--- config.mk ---
export PLATFORM = sky130hd
export DESIGN_NAME = mux41_scan
export DESIGN_NICKNAME = d
export VERILOG_FILES = /design/src/rtl/mux41_scan.sv
export SDC_FILE = /design/constraint.sdc
export NUM_CORES = 1
export LEC_CHECK = 0
export ABC_CLOCK_PERIOD_IN_PS = 2150
export CAP_MARGIN = 0
export CORE_ASPECT_RATIO = 0.7
export CORE_MARGIN = 2
export CORE_UTILIZATION = 47
export CTS_CLUSTER_SIZE = 12
export DETAILED_ROUTE_END_ITERATION = 10
export GPL_TIMING_DRIVEN = 0
export PLACE_DENSITY = 0.73
export SLEW_MARGIN = 20
export SYNTH_ARGS = -nofsm -noshare
export SYNTH_HDL_FRONTEND = slang
export SYNTH_SLANG_ARGS = --single-unit
--- constraint.sdc ---
create_clock -name clk -period 2.15 [get_ports clk]
set_input_delay 0.43 -clock clk [delete_from_list [all_inputs] [get_ports clk]]
set_output_delay 0.43 -clock clk [all_outputs]
set_load 0.05 [all_outputs]
--- src/rtl/mux41_scan.sv ---
// Round-robin scanner driving the select lines of a 4:1 mux.
// Each granted channel is held for up to DWELL cycles, or until its request drops.
module mux41_scan #(
  parameter int DWELL = 4
) (
  input  logic       clk,
  input  logic       rst_n,
  input  logic [3:0] req,
  output logic       s0,
  output logic       s1,
  output logic [3:0] gnt,
  output logic       vld,
  output logic       sw
);

  typedef enum logic [0:0] {
    IDLE = 1'b0,
    HOLD = 1'b1
  } state_t;

  localparam logic [7:0] DWELL_M1 = 8'(DWELL - 1);

  state_t     state_q, state_d;
  logic [7:0] cnt_q, cnt_d;
  logic [1:0] last_q, last_d;
  logic [1:0] sel_q, sel_d;
  logic [3:0] gnt_q, gnt_d;
  logic       vld_q, vld_d;
  logic       sw_q, sw_d;
  logic [1:0] pick_s;
  logic       grant_end_s;
  logic       new_grant_s;

  // First requester after `last`; `last` itself is tried only as the final candidate.
  function automatic logic [1:0] rr_pick(input logic [3:0] r, input logic [1:0] last);
    logic [1:0] ch;
    rr_pick = last;
    for (int k = 4; k >= 1; k--) begin
      ch = last + 2'(k);
      if (r[ch]) begin
        rr_pick = ch;
      end else begin
        rr_pick = rr_pick;
      end
    end
  endfunction

  always_comb begin
    state_d     = state_q;
    cnt_d       = cnt_q;
    last_d      = last_q;
    sel_d       = sel_q;
    gnt_d       = gnt_q;
    vld_d       = vld_q;
    sw_d        = 1'b0;
    new_grant_s = 1'b0;
    pick_s      = rr_pick(req, last_q);
    // In HOLD, last_q is the channel currently granted.
    grant_end_s = (cnt_q == 8'd0) || !req[last_q];

    case (state_q)
      IDLE: begin
        if (|req) begin
          new_grant_s = 1'b1;
        end else begin
          vld_d = 1'b0;
          gnt_d = 4'b0000;
        end
      end
      HOLD: begin
        if (grant_end_s) begin
          if (|req) begin
            new_grant_s = 1'b1;
          end else begin
            state_d = IDLE;
            vld_d   = 1'b0;
            gnt_d   = 4'b0000;
          end
        end else begin
          cnt_d = cnt_q - 8'd1;
        end
      end
      default: begin
        state_d = IDLE;
        vld_d   = 1'b0;
        gnt_d   = 4'b0000;
      end
    endcase

    if (new_grant_s) begin
      state_d = HOLD;
      cnt_d   = DWELL_M1;
      last_d  = pick_s;
      sel_d   = pick_s;
      gnt_d   = 4'b0001 << pick_s;
      vld_d   = 1'b1;
      sw_d    = 1'b1;
    end else begin
      sw_d = 1'b0;
    end
  end

  always_ff @(posedge clk or negedge rst_n) begin
    if (!rst_n) begin
      state_q <= IDLE;
      cnt_q   <= 8'd0;
      last_q  <= 2'd3;
      sel_q   <= 2'b00;
      gnt_q   <= 4'b0000;
      vld_q   <= 1'b0;
      sw_q    <= 1'b0;
    end else begin
      state_q <= state_d;
      cnt_q   <= cnt_d;
      last_q  <= last_d;
      sel_q   <= sel_d;
      gnt_q   <= gnt_d;
      vld_q   <= vld_d;
      sw_q    <= sw_d;
    end
  end

  assign s0  = sel_q[1];
  assign s1  = sel_q[0];
  assign gnt = gnt_q;
  assign vld = vld_q;
  assign sw  = sw_q;

endmodule

==> metrics.yaml <==
crit_path_max_incr_delay_ps: 570
cts_tree: "yes"
p_seq_share_pct: 35.6
core_area_um2: 1890
drive_above_1_share_pct: 16.7
crit_path_end_kind: "register"
slew_violations: 0
path_cells: "clkdlybuf4s50_1 -> mux4_2 -> o211a_4 -> nor2_4 -> mux2_1"
clk-insertion-delay-late_ps: 290
htree_levels: 1
die_x_um: 57.7
postSynthAreaPerCell_um2: 11.2
hold_path_class: "register to register"
fp.dieH_um: 41.6
p_leak_nw: 0.459
vias: 752
gp_congestion: 0.749
ff2ff_path_depth: 6
syn_to_final_growth_pct: 21.6
cts_root_buffer: "clkbuf_4"
p_int_mw: 0.945
synth_seq_area_share_pct: 50.4
io_pins: 14
path_class: "input port to register"
synth_nets: 92
skew_ps: 2.27
whs_path_depth: 1
dieArea_um2: 2400
setup_tns_ps: 0
status: "complete, no violations"
powerDensity_nw_per_um2: 1480
cts_buffer_depth: 2
initial_core_util_pct: 50.3
drt-wirelength-per-cell_um: 15.0
crit_required_ps: 2340
nNetsFinal: 110
rows: 13
p_sw_share_pct: 44.8
grt_max_degree: 20
switchingPower_mw: 0.767
max-cap-violations: 0
mostFrequentLayoutCells: "dfrtp_1, clkdlybuf4s50_1, a21oi_1"
instances_no_fill: 124
grt_pass1_wl_mm: 3.29
ys_seq_elements: 19
mostFrequentLayoutCell: "dfrtp_1"
drc: 0
clock_sinks: 19
postRouteAntennaNets: 0
netlist_area_um2: 948
post_cts_buffers: 0
cp_slowest_cell: "mux4_2"
relSlewSlack_pct: 43.9
first_global_vias: 730
place_hpwl_mm: 1.29
fmax_ghz: 0.497
grt_usage_pct: 17.7
dp_cells: 120
period_share_pct: 93.6
antenna_found_initial: 0
vdd_ir_drop_max_mv: 1.15
min_period_ps: 2010
rsz0062_at_grt: "no"
combPwrFrac_pct: 53.7
setup_ws_ps: 137
portBuffers: 13
setup_viol: 0
yosysUniqueCellTypes: 35
worstMarginPinSlew_ps: 839
numCtsBuffers: 3
yosys_warnings: 0
drt_iter0_drc: 25
cp.arrival_ps: 2200
syn_inst: 85
path_clk_slew_ps: 110
cp_max_fo: 7
p_clk_share_pct: 10.6
vias_per_cell: 6.06
startpoint_type: "input port"
wirelength_mm: 1.86
total_power_mw: 1.71
drtPass1Iterations: 4
hold_viol: 0
diodes: 0
preCtsSetupSlack_ps: -338
grt.overflow.total: 0
==> final timing paths <==
kind	start	to	slack [ps]
max reg2reg	cnt_q[0]$_DFFE_PN0P_	sel_q[1]$_DFFE_PN0P_	140
min reg2reg	cnt_q[7]$_DFFE_PN0P_	cnt_q[7]$_DFFE_PN0P_	490
min in group asynchronous	rst_n	cnt_q[4]$_DFFE_PN0P_	600
max in group asynchronous	rst_n	state_q$_DFF_PN0_	1030
min	cnt_q[7]$_DFFE_PN0P_	cnt_q[7]$_DFFE_PN0P_	490
max	req[3]	sel_q[1]$_DFFE_PN0P_	140
==> cell usage after synthesis <==
library cell | n | share of area (%)
o211a_4 | 1 | 1.8
inv_2 | 1 | 0.40
inv_1 | 2 | 0.79
or4_1 | 1 | 0.79
a21oi_1 | 8 | 4.2
nor2_4 | 1 | 1.2
a32o_1 | 2 | 2.1
buf_2 | 1 | 0.53
nand2b_1 | 4 | 2.6
a22oi_1 | 1 | 0.79
xnor2_1 | 1 | 0.92
mux4_2 | 1 | 2.4
o21ai_0 | 6 | 3.2
nor2_1 | 5 | 2.0
dfrtp_1 | 17 | 45
o21a_1 | 2 | 1.6
dfstp_2 | 2 | 5.5
nor2b_1 | 2 | 1.3
mux2_1 | 2 | 2.4
nor4_1 | 1 | 0.66
a31oi_1 | 3 | 2.0
nor3_1 | 4 | 2.1
a22o_1 | 1 | 0.92
nor4_4 | 1 | 2.2
o41ai_1 | 2 | 1.8
ha_1 | 1 | 1.3
nor4_2 | 1 | 1.3
o21ba_2 | 1 | 1.1
nand2_1 | 4 | 1.6
or4_4 | 1 | 1.2
clkbuf_1 | 1 | 0.40
nor3b_1 | 1 | 0.79
o2bb2ai_1 | 1 | 0.92
or3b_2 | 1 | 0.92
o211ai_2 | 1 | 1.3
==> area by class of cell <==
class                           instances  area (um2)
Tap cell                               22        27.5
Clock inverter                          1        5.00
Sequential cell                        19         478
Clock buffer                            3        22.5
Fill cell                             161         733
Multi-Input combinational cell         61         470
Buffer                                  2        8.76
Timing Repair Buffer                   13         130
Inverter                                3        11.3
==> power groups by stage <==
stage / sequential, mW / clock (mW) / combinational (mW)
floorplan: 0.797 / 0 / 0.474
CTS: 0.609 / 0.186 / 0.906
finish: 0.610 / 0.182 / 0.920
global placement: 0.608 / 0 / 0.891
detailed placement: 0.614 / 0 / 0.902
global route: 0.632 / 0.206 / 0.995
==> critical path: cells and delay by family <==
kind	cells	cell delay, ps
AND/OR/NAND/NOR	1	150
AO/OA/AOI/OAI	1	210
multiplexers	2	900
buffers and inverters	1	510
==> through the flow <==
step | hold slack [ps] | area [um2] | util, %
6_report | 486 | 1150 | 61.1
5_1_grt | 529 | 1150 | 61.1
4_1_cts | 488 | 1140 | 60.5
3_5_place_dp | 469 | 1110 | 58.6
3_3_place_gp | 465 | 1110 | 58.6
2_1_floorplan | 134 | 948 | -
==> what timing repair did <==
| action | 4_1_cts | 5_1_grt |
|---|---|---|
| pin swaps | 0 | 0 |
| setup endpoints to repair | 2 | 8 |
| hold buffers | 0 | 0 |
| resized for setup | 1 | 2 |
| cloned | 0 | 0 |
==> sequential cells by signal, indices dropped and copies added, names as in the netlist <==
name and cells:
state_q 1, sw 1, last_q 2, vld 1
gnt 4, sel_q 2, cnt_q 8
==> cell families after synthesis <==
| group | Yosys count | share of synthesized area (%) |
|---|---|---|
| xor+xnor | 1 | 0.924 |
| mux | 3 | 4.75 |
| flops | 19 | 50.4 |
| buf+inv | 5 | 2.11 |
| fa+ha+maj | 1 | 1.32 |
| compound gates | 29 | 21.8 |
| simple gates | 27 | 18.7 |
==> metal layers <==
layer	track usage, %	part of all wire [%]
met1	25.8	50
met2	25.9	45
met3	5.92	5.1
met4	3.26	0.38
met5	0	0
Power figures use the tool's default switching activity.
